`config.mk`:
```
export PLATFORM = sky130hd
export DESIGN_NAME = hex_display_bank
export DESIGN_NICKNAME = d
export VERILOG_FILES = /design/src/rtl/hex_display_bank.sv
export SDC_FILE = /design/constraint.sdc
export NUM_CORES = 1
export LEC_CHECK = 0
export ABC_AREA = 1
export BUFFER_PORTS_ARGS = -buffer_cell sky130_fd_sc_hd__clkbuf_2
export CAP_MARGIN = 30
export CORE_ASPECT_RATIO = 0.9
export CORE_MARGIN = 4
export CORE_UTILIZATION = 45
export CTS_CLUSTER_DIAMETER = 40
export DETAILED_ROUTE_END_ITERATION = 10
export PLACE_DENSITY = 0.69
export SYNTH_ARGS = -nofsm -noshare
export SYNTH_HDL_FRONTEND = slang
export SYNTH_SLANG_ARGS = --single-unit
```
`constraint.sdc`:
```
create_clock -name CLOCK_50 -period 4.3 [get_ports CLOCK_50]
set_input_delay 0.43 -clock CLOCK_50 [delete_from_list [all_inputs] [get_ports CLOCK_50]]
set_output_delay 0.43 -clock CLOCK_50 [all_outputs]
set_load 0.005 [all_outputs]
```
`src/rtl/hex_display_bank.sv`:
```
// hex_display_bank: pointer-addressed bank of N_DISP active-low seven-segment registers written from push-buttons.
// Define HEX_DISPLAY_BANK_BLINK_EN to add a per-display blink attribute.
module hex_display_bank #(
    parameter int N_DISP    = 6,
    parameter int SEL_W     = 3,
    parameter int BLINK_DIV = 25000000
) (
    input  logic                CLOCK_50,
    input  logic                RESETn,
    input  logic                ld_n,
    input  logic                wr_n,
    input  logic [SEL_W-1:0]    sel,
    input  logic [6:0]          din,
    input  logic                mode,
    input  logic                auto_inc,
    input  logic                blink,
    output logic [N_DISP*7-1:0] HEX,
    output logic [SEL_W-1:0]    ptr
);
    // {previous, sync2, sync1}; a strobe is previous high with sync2 low
    logic [2:0]       r_ld, r_wr;
    logic [6:0]       r_seg [N_DISP];
    logic [SEL_W-1:0] r_ptr;
    logic             w_ld_stb, w_wr_stb, w_ld_ok, w_last;
    logic [SEL_W-1:0] w_tgt, w_nxt;
    logic [6:0]       w_data;

    function automatic logic [6:0] hex7(input logic [3:0] d);
        case (d)
            4'h0: hex7 = 7'h40;
            4'h1: hex7 = 7'h79;
            4'h2: hex7 = 7'h24;
            4'h3: hex7 = 7'h30;
            4'h4: hex7 = 7'h19;
            4'h5: hex7 = 7'h12;
            4'h6: hex7 = 7'h02;
            4'h7: hex7 = 7'h78;
            4'h8: hex7 = 7'h00;
            4'h9: hex7 = 7'h10;
            4'hA: hex7 = 7'h08;
            4'hB: hex7 = 7'h03;
            4'hC: hex7 = 7'h46;
            4'hD: hex7 = 7'h21;
            4'hE: hex7 = 7'h06;
            default: hex7 = 7'h0E;
        endcase
    endfunction

    assign w_ld_stb = r_ld[2] & ~r_ld[1];
    assign w_wr_stb = r_wr[2] & ~r_wr[1];
    assign w_ld_ok  = w_ld_stb && ({1'b0, sel} < (SEL_W+1)'(N_DISP));
    assign w_tgt    = w_ld_ok ? sel : r_ptr;
    assign w_last   = w_tgt == SEL_W'(N_DISP-1);
    assign w_nxt    = w_last ? '0 : w_tgt + 1'b1;
    assign w_data   = mode ? hex7(din[3:0]) : din;
    assign ptr      = r_ptr;

    always_ff @(posedge CLOCK_50 or negedge RESETn) begin
        if (!RESETn) begin
            r_ld  <= '1;
            r_wr  <= '1;
            r_ptr <= '0;
            for (int i = 0; i < N_DISP; i++) r_seg[i] <= 7'h7F;
        end else begin
            r_ld  <= {r_ld[1:0], ld_n};
            r_wr  <= {r_wr[1:0], wr_n};
            r_ptr <= (w_wr_stb && auto_inc) ? w_nxt : w_tgt;
            for (int i = 0; i < N_DISP; i++)
                if (w_wr_stb && w_tgt == SEL_W'(i)) r_seg[i] <= w_data;
        end
    end

`ifdef HEX_DISPLAY_BANK_BLINK_EN
    localparam int CW = BLINK_DIV > 1 ? $clog2(BLINK_DIV) : 1;
    logic [CW-1:0]     r_cnt;
    logic              r_phase;
    logic [N_DISP-1:0] r_blk;
    logic              w_wrap;

    assign w_wrap = r_cnt == CW'(BLINK_DIV-1);

    always_ff @(posedge CLOCK_50 or negedge RESETn) begin
        if (!RESETn) begin
            r_cnt   <= '0;
            r_phase <= 1'b0;
            r_blk   <= '0;
        end else begin
            r_cnt <= w_wrap ? '0 : r_cnt + 1'b1;
            if (w_wrap) r_phase <= ~r_phase;
            for (int i = 0; i < N_DISP; i++)
                if (w_wr_stb && w_tgt == SEL_W'(i)) r_blk[i] <= blink;
        end
    end

    for (genvar d = 0; d < N_DISP; d++) begin : g_out
        assign HEX[7*d +: 7] = (r_phase && r_blk[d]) ? 7'h7F : r_seg[d];
    end
`else
    logic w_unused;
    assign w_unused = &{blink, BLINK_DIV > 0};

    for (genvar d = 0; d < N_DISP; d++) begin : g_out
        assign HEX[7*d +: 7] = r_seg[d];
    end
`endif
endmodule
```
==> results of run 1 <==
## cell families (layout without fill, tap and decap cells)
logic type,Yosys count,in the layout
xor+xnor,1,1
flops,51,51
simple gates,209,209
buf+inv,18,85
compound gates,11,11
fa+ha+maj,7,7
## routing by layer
| layer | GRT usage [%] | part of all wire [%] |
|---|---|---|
| met2 | 26.4 | 46 |
| met1 | 23.6 | 48 |
| met3 | 3.72 | 4.9 |
| met4 | 4.60 | 0.71 |
| met5 | 0 | 0 |
## synth_stat cells
library cell,n
ha_1,7
buf_2,1
inv_2,3
nand4_1,3
nand3_1,12
nand3_2,1
a21oi_1,2
nand2_1,163
nor2_1,6
nand3_4,2
nand2_2,6
xnor2_1,1
dfrtp_1,3
nor2_8,1
o21a_1,1
nor2_2,2
nand2_4,7
nor2_4,6
dfstp_2,48
clkbuf_2,1
a21oi_4,1
inv_1,13
o21ai_2,1
o21ai_0,6
## cells in the final DEF (no fill, tap or decap), types with 2 or more instances in the layout
| cell | count |
|---|---|
| clkbuf_8 | 5 |
| o21ai_0 | 6 |
| nand2_4 | 7 |
| nor2_2 | 2 |
| clkbuf_2 | 60 |
| dfstp_2 | 48 |
| nand4_1 | 3 |
| a21oi_1 | 2 |
| nand3_4 | 2 |
| dfrtp_1 | 3 |
| inv_2 | 3 |
| nand2_1 | 163 |
| nand2_2 | 6 |
| nand3_1 | 12 |
| inv_1 | 13 |
| nor2_4 | 6 |
| nor2_1 | 6 |
| ha_1 | 7 |
## worst min path at each step
stage / to / slack, ps / depth (start not counted)
final: r_wr[0] / 190 / 1
after global routing: r_wr[0] / 170 / 1
after CTS: r_wr[0] / 180 / 1
after detailed placement: r_ld[1] / 350 / 0
after global placement: r_ld[1] / 350 / 0
after floorplan: ptr[0] / 130 / 0
## state kept, by name, summed over array words and instances (netlist names)
name,flops
r_wr,3
HEX,42
ptr,3
r_ld,3
## final cells by class
class | count | area, µm²
Clock buffer | 6 | 72.6
Clock inverter | 2 | 37.5
Fill cell | 517 | 2340
Inverter | 16 | 60.1
Multi-Input combinational cell | 228 | 1140
Sequential cell | 51 | 1340
Tap cell | 67 | 83.8
Timing Repair Buffer | 61 | 308
## critical path, delay by kind of cell (launching register included)
kind	cells	cell delay, ps
buffers and inverters	1	230
adder cells (fa/ha/maj)	1	150
AND/OR/NAND/NOR	7	820
flip-flops	1	610
## stage by stage
stage / cell area [µm²] / total power, mW
2_1_floorplan: 2550 / 1.19
3_3_place_gp: 2930 / 1.45
3_5_place_dp: 2930 / 1.47
4_1_cts: 3040 / 1.80
5_1_grt: 3040 / 1.91
6_report: 3040 / 1.78
## power groups by stage
stage          Clock (mW)  Sequential [mW]  Combinational [mW]
2_1_floorplan           0            0.913               0.274
3_3_place_gp            0            0.909               0.540
3_5_place_dp            0            0.912               0.555
4_1_cts             0.336            0.906               0.557
5_1_grt             0.359            0.931               0.616
6_report            0.328            0.905               0.545
==> metrics.md, run 1 <==
| Metric | Value |
|---|---|
| Critical Path Sink | `HEX[24]` |
| Total CTS buffers | `5` |
| Max VDD drop | `~0.25 mV` |
| Clock share of power | `a little under a fifth` |
| Setup ws final | `2410 ps` |
| Worst path slowest cell | `dfstp_2` |
| Post-synth top area share | `between 40% and 50%` |
| Mux contribution to synthesized area | `0%` |
| RSZ-0062 raised after global routing | `no` |
| Worst reg2reg endpoint | `HEX[24]` |
| Antenna diodes | `0` |
| Crit path top cell by count | `nand2_1` |
| Synth Area in Adders | `3.43%` |
| Worst slew pin tran | `roughly 610 ps` |
| First-pass GRT wire length | `9140 µm` |
| Clock Skew | `roughly 12 ps` |
| Total die area | `6940 µm²` |
| CTS tree | `built` |
| Port bufs | `60` |
| Hold path startpoint | `wr_n` |
| Site Rows | `25` |
| CTS resizes | `0` |
| CTS sink count | `51` |
| Core area | `5380 µm²` |
| Critical Path, Cell by Cell | `nand3_4 -> nand2_1 -> nand2_4 -> nor2_1 -> ha_1 -> nand2_1 -> inv_1 -> nand2_1 -> nand2_1` |
| Worst Setup SP | `r_ld[2]` |
| Cell Int Power | `1.20 mW` |
| Hold Slack | `between 150 and 200 ps` |
| Place WS | `2400 ps` |
| DRT iter0 DRCs | `about 100` |
| Yosys warns | `0` |
| Cts hold-fix bufs | `0` |
| Switching Fraction | `32.2%` |
| Worst Path Arrival | `approximately 2100 ps` |
| Cell area after synthesis | `2550 µm²` |
| # setup viols final | `0` |
| Starting density of the core | `roughly 47%` |
| DP HPWL | `4060 µm` |
| Slew headroom | `59.2%` |
| Final nets | `387` |
| Xor-xnor portion of the synthesized cell area | `0.343%` |
| Routed Antenna Nets | `0` |
| Syn-to-layout area delta | `19.3%` |
| Drc violations | `0` |
| Post-Route WL | `about 5500 µm` |
| Pleak | `1.61 nW` |
| Startpoint Class | `flip-flop` |
| Pwr/cell area | `584 nW/µm²` |
| Pins over their slew limit | `0` |
| Gp weighted congestion | `0.836` |
| DR vias | `2021` |
| Tot GR Track Use | `16.9%` |
| Shortest clock period the worst path allows after layout | `1890 ps` |
| Seq pwr share | `50.9%` |
| Worst EP required | `4540 ps` |
| Number of instances in the placed design | `roughly 420` |
| Distinct cells, synth | `24` |
| Final Non-Filler Cells | `431` |
| Die width | `around 87 µm` |
| FF-to-FF setup slack | `2410 ps` |
| Avg Inst Size Synth | `8.59 µm²` |
| Syn nets | `approximately 320` |
| Largest cells by area after synthesis | `dfstp_2 49%, nand2_1 24%, ha_1 3.4%, nand2_4 3.1%, dfrtp_1 2.9%` |
| Layout Utilization | `roughly 57%` |
| I/O pins | `62` |
| CP Capture Type | `flip-flop` |
| Total negative slack | `0 ps` |
| Dominant cell type by area after synthesis | `dfstp_2` |
| Crit path max fanout | `8` |
| Clk_lat worst skew | `300 ps` |
| WL/cell | `12.8 µm` |
| Synth Area in Compound Gates | `2.85%` |
| Hold WC Path Type | `primary input to flip-flop` |
| Die Y | `~79 µm` |
| # Post-CTS Setup Buffers | `0` |
| Critical path's largest stage delay | `610 ps` |
| Layout cells sized above 1 | `between 40% and 50%` |
| Vias/cell | `approximately 4.7` |
| Setup CP Type | `flip-flop to flip-flop` |
| Maxcap violations | `0` |
| Comb power frac | `30.6%` |
| R2r startpoint | `r_ld[2]` |
| Sequential share of the synthesized area | `roughly 52%` |
| Largest family of logic cells by synthesized area | `simple AND/OR/NAND/NOR gates` |
| Cells on worst reg2reg path | `9` |
| Synth Register Bits | `51` |
| Simple-gate area share of the yosys netlist | `38.2%` |
| CTS max path bufs | `2` |
| Max Freq | `530 MHz` |
| GR Overflow Total | `0` |
| Tcrit/Tclk final | `a little over two fifths` |
| CTS root buf | `clkbuf_8` |
| H-tree levels | `2` |
| Psw | `573 µW` |
| Vias in the first global route | `1893` |
| Largest net degree at the start of global routing | `52` |
| Mapped Cells | `297` |
| Clk pin slew, worst setup/hold paths | `90 ps` |
| Initial DRT Pass Iterations | `4` |
| Status | `complete, no violations` |
| Initial antenna violation count | `0` |
| Final hold vios | `0` |
Power figures use the tool's default switching activity.
==> inputs of run 2 (changes only) <==
--- a/config.mk
+++ b/config.mk
@@ -13,7 +13,7 @@
 export CORE_UTILIZATION = 45
 export CTS_CLUSTER_DIAMETER = 40
 export DETAILED_ROUTE_END_ITERATION = 10
-export PLACE_DENSITY = 0.69
+export PLACE_DENSITY = 0.72
 export SYNTH_ARGS = -nofsm -noshare
 export SYNTH_HDL_FRONTEND = slang
 export SYNTH_SLANG_ARGS = --single-unit
==> constraint.sdc (replaced) <==
create_clock -name CLOCK_50 -period 1.7 [get_ports CLOCK_50]
set_input_delay 0.17 -clock CLOCK_50 [delete_from_list [all_inputs] [get_ports CLOCK_50]]
set_output_delay 0.17 -clock CLOCK_50 [all_outputs]
set_load 0.005 [all_outputs]
==> run 2 against run 1 <==
Sequential power grew to 2.5 times the previous value. Fmax is 17% higher. Worst hold slack worse by 100 ps. Clock power grew to 2.7 times the previous value. Register-to-register slack worse by 2300 ps. Critical path type unchanged. Largest cell class unchanged. Die area stayed put. Global-route usage is 1.4 points higher.
==> metrics.md, run 2 (synthesized netlist as in run 1, its figures left out) <==
| Metric | Value |
|---|---|
| Shortest clock period the worst path allows after layout | `1620 ps (-269 ps)` |
| Hold Slack | `90.5 ps (-102 ps)` |
| Pleak | `1.70 nW (+5.4%)` |
| Critical path's largest stage delay | `640 ps (+30 ps)` |
| Clk pin slew, worst setup/hold paths | `100 ps (about the same)` |
| Cells on worst reg2reg path | `8 (-1)` |
| Largest net degree at the start of global routing | `32 (-38%)` |
| Worst path slowest cell | `dfstp_2` |
| Vias in the first global route | `2126 (+12%)` |
| Layout cells sized above 1 | `43.3% (+3.2 points)` |
| CP Capture Type | `flip-flop` |
| Cell Int Power | `3.15 mW (+160%)` |
| Drc violations | `0 (unchanged)` |
| H-tree levels | `2 (unchanged)` |
| Fillers | `475 (-8.1%)` |
| WHS Path Cells | `3 (+2)` |
| Hold WC Path Type | `primary input to flip-flop` |
| Worst EP required | `1940 ps (-2600 ps)` |
| Slew headroom | `64.3% (+5.0 points)` |
| CTS sink count | `51 (unchanged)` |
| Hold path startpoint | `auto_inc` |
| # setup viols final | `0 (unchanged)` |
| Die width | `87.4 µm (unchanged)` |
| Total CTS buffers | `5 (unchanged)` |
| Die Y | `79.4 µm (unchanged)` |
| First-pass GRT wire length | `10000 µm (+9.7%)` |
| DP HPWL | `4260 µm (+4.9%)` |
| Pwr/cell area | `1450 nW/µm² (+150%)` |
| Commonest non-fill, non-tap cell in the layout | `nand2_1` |
| Switching Fraction | `32.4% (+0.19 points)` |
| Pins over their slew limit | `0 (unchanged)` |
| Layout Utilization | `59.9% (+3.3 points)` |
| DRT iter0 DRCs | `105 (+7.1%)` |
| Crit path top cell by count | `nand2_1` |
| Maxcap violations | `0 (unchanged)` |
| Clock Skew | `11.5 ps (-0.0737 ps)` |
| Initial antenna violation count | `0 (unchanged)` |
| Worst slew pin tran | `536 ps (-75.6 ps)` |
| Vias/cell | `4.81 (+2.5%)` |
| Site Rows | `25 (unchanged)` |
| CTS tree | `built` |
| FF-to-FF setup slack | `80 ps (-2330 ps)` |
| Critical Path, Cell by Cell | `nand3_4 -> nand2_4 -> nand2_1 -> ha_1 -> nand2_1 -> buf_6 -> nand2_1 -> nand2_1` |
| Max Freq | `617 MHz (+17%)` |
| Total die area | `6940 µm² (unchanged)` |
| Max VDD drop | `0.605 mV (+140%)` |
| WL/cell | `13.3 µm (+3.5%)` |
| Core area | `5380 µm² (unchanged)` |
| Status | `complete, no violations` |
| CTS root buf | `clkbuf_8` |
| Routed Antenna Nets | `0 (unchanged)` |
| Clk_lat worst skew | `310 ps (about the same)` |
| Antenna diodes | `0 (unchanged)` |
| Max FFs per register | `42 (unchanged)` |
| GR Overflow Total | `0 (unchanged)` |
| Tcrit/Tclk final | `95.3% (+51 points)` |
| Initial DRT Pass Iterations | `4 (unchanged)` |
| Clock share of power | `19.3% (+0.9 points)` |
| Port bufs | `60 (unchanged)` |
| Syn-to-layout area delta | `26.3%` |
| Startpoint Class | `flip-flop` |
| Setup CP Type | `flip-flop to flip-flop` |
| Power Total | `4.66 mW (+160%)` |
| Final hold vios | `0 (unchanged)` |
| DR vias | `2144 (+6.1%)` |
| Post-Route WL | `5920 µm (+7.1%)` |
| Comb power frac | `31.6% (+1.0 points)` |
| CTS max path bufs | `2 (unchanged)` |
| Total negative slack | `0 ps (unchanged)` |
| Worst reg2reg endpoint | `HEX[21]` |
| Final nets | `402 (+3.9%)` |
| Psw | `1.51 mW (+160%)` |
| Starting density of the core | `47.4% (unchanged)` |
| Worst Path Arrival | `1860 ps (-270 ps)` |
| Crit path max fanout | `7 (-1)` |
| Gp weighted congestion | `0.896 (+7.2%)` |
| R2r startpoint | `r_ld[2]` |
| Seq pwr share | `49.1% (-1.8 points)` |
| Most frequent cells in the layout | `161 x nand2_1, 60 x clkbuf_2, 48 x dfstp_2, 12 x inv_1, 11 x nand3_1` |
| I/O pins | `62 (unchanged)` |
| Hold path endpoint | `ptr[1]` |
| Tot GR Track Use | `18.3% (+1.4 points)` |
[run 2: critical path: cells and delay by family (launching register included)]
family / cells / cell delay (ps)
fa+ha+maj: 1 / 220
simple gates: 6 / 560
flops: 1 / 640
buf+inv: 1 / 140
[run 2: worst max path at each step]
stage / from / endpoint / slack, ps / cells past startpoint
2_1_floorplan: r_ld[2] / HEX[22] / 60 / 9
3_3_place_gp: r_ld[2] / HEX[25] / 110 / 9
3_5_place_dp: r_ld[2] / HEX[25] / 50 / 9
4_1_cts: r_ld[2] / HEX[23] / 10 / 9
5_1_grt: r_ld[2] / HEX[23] / -50 / 8
6_report: r_ld[2] / HEX[21] / 80 / 8
[run 2: stage by stage]
step | area, µm² | std cells | setup WS (ps)
3_5_place_dp | 2980 | 428 | 54.7
3_3_place_gp | 2980 | 428 | 109
5_1_grt | 3220 | 446 | -50.4
2_1_floorplan | 2550 | 297 | 58.6
4_1_cts | 3130 | 439 | 13.5
6_report | 3220 | 446 | 80.4
[run 2: area by class of cell]
class | instances | area [µm²] | area share [%]
sequential | 51 | 1340 | 41.5
multi-input combinational | 228 | 1160 | 36.1
timing repair buffer | 76 | 457 | 14.2
tap | 67 | 83.8 | 2.60
clock buffer | 6 | 82.6 | 2.56
inverter | 16 | 60.1 | 1.86
clock inverter | 2 | 38.8 | 1.20
[run 2: repair_timing]
| action | CTS | global route |
|---|---|---|
| hold buffers | 3 | 0 |
| hold endpoints to repair | 4 | 0 |
| setup buffers | 0 | 7 |
| setup endpoints to repair | 0 | 8 |
| resized for setup | 0 | 7 |
[run 2: power by group through the flow]
stage / Sequential (mW) / Combinational, mW / Clock [mW]
after global placement: 2.30 / 1.40 / 0
after detailed placement: 2.31 / 1.45 / 0
after floorplan: 2.31 / 0.694 / 0
final: 2.29 / 1.47 / 0.897
after CTS: 2.29 / 1.46 / 0.916
after global routing: 2.36 / 1.69 / 0.973
[run 2: per-layer routing]
layer	part of all wire (%)	global-route usage (%)	wire length, µm
met1	46	24.7	2700
met2	48	29.7	2830
met3	5.7	3.92	338
met4	0.81	5.06	48
met5	0	0	0
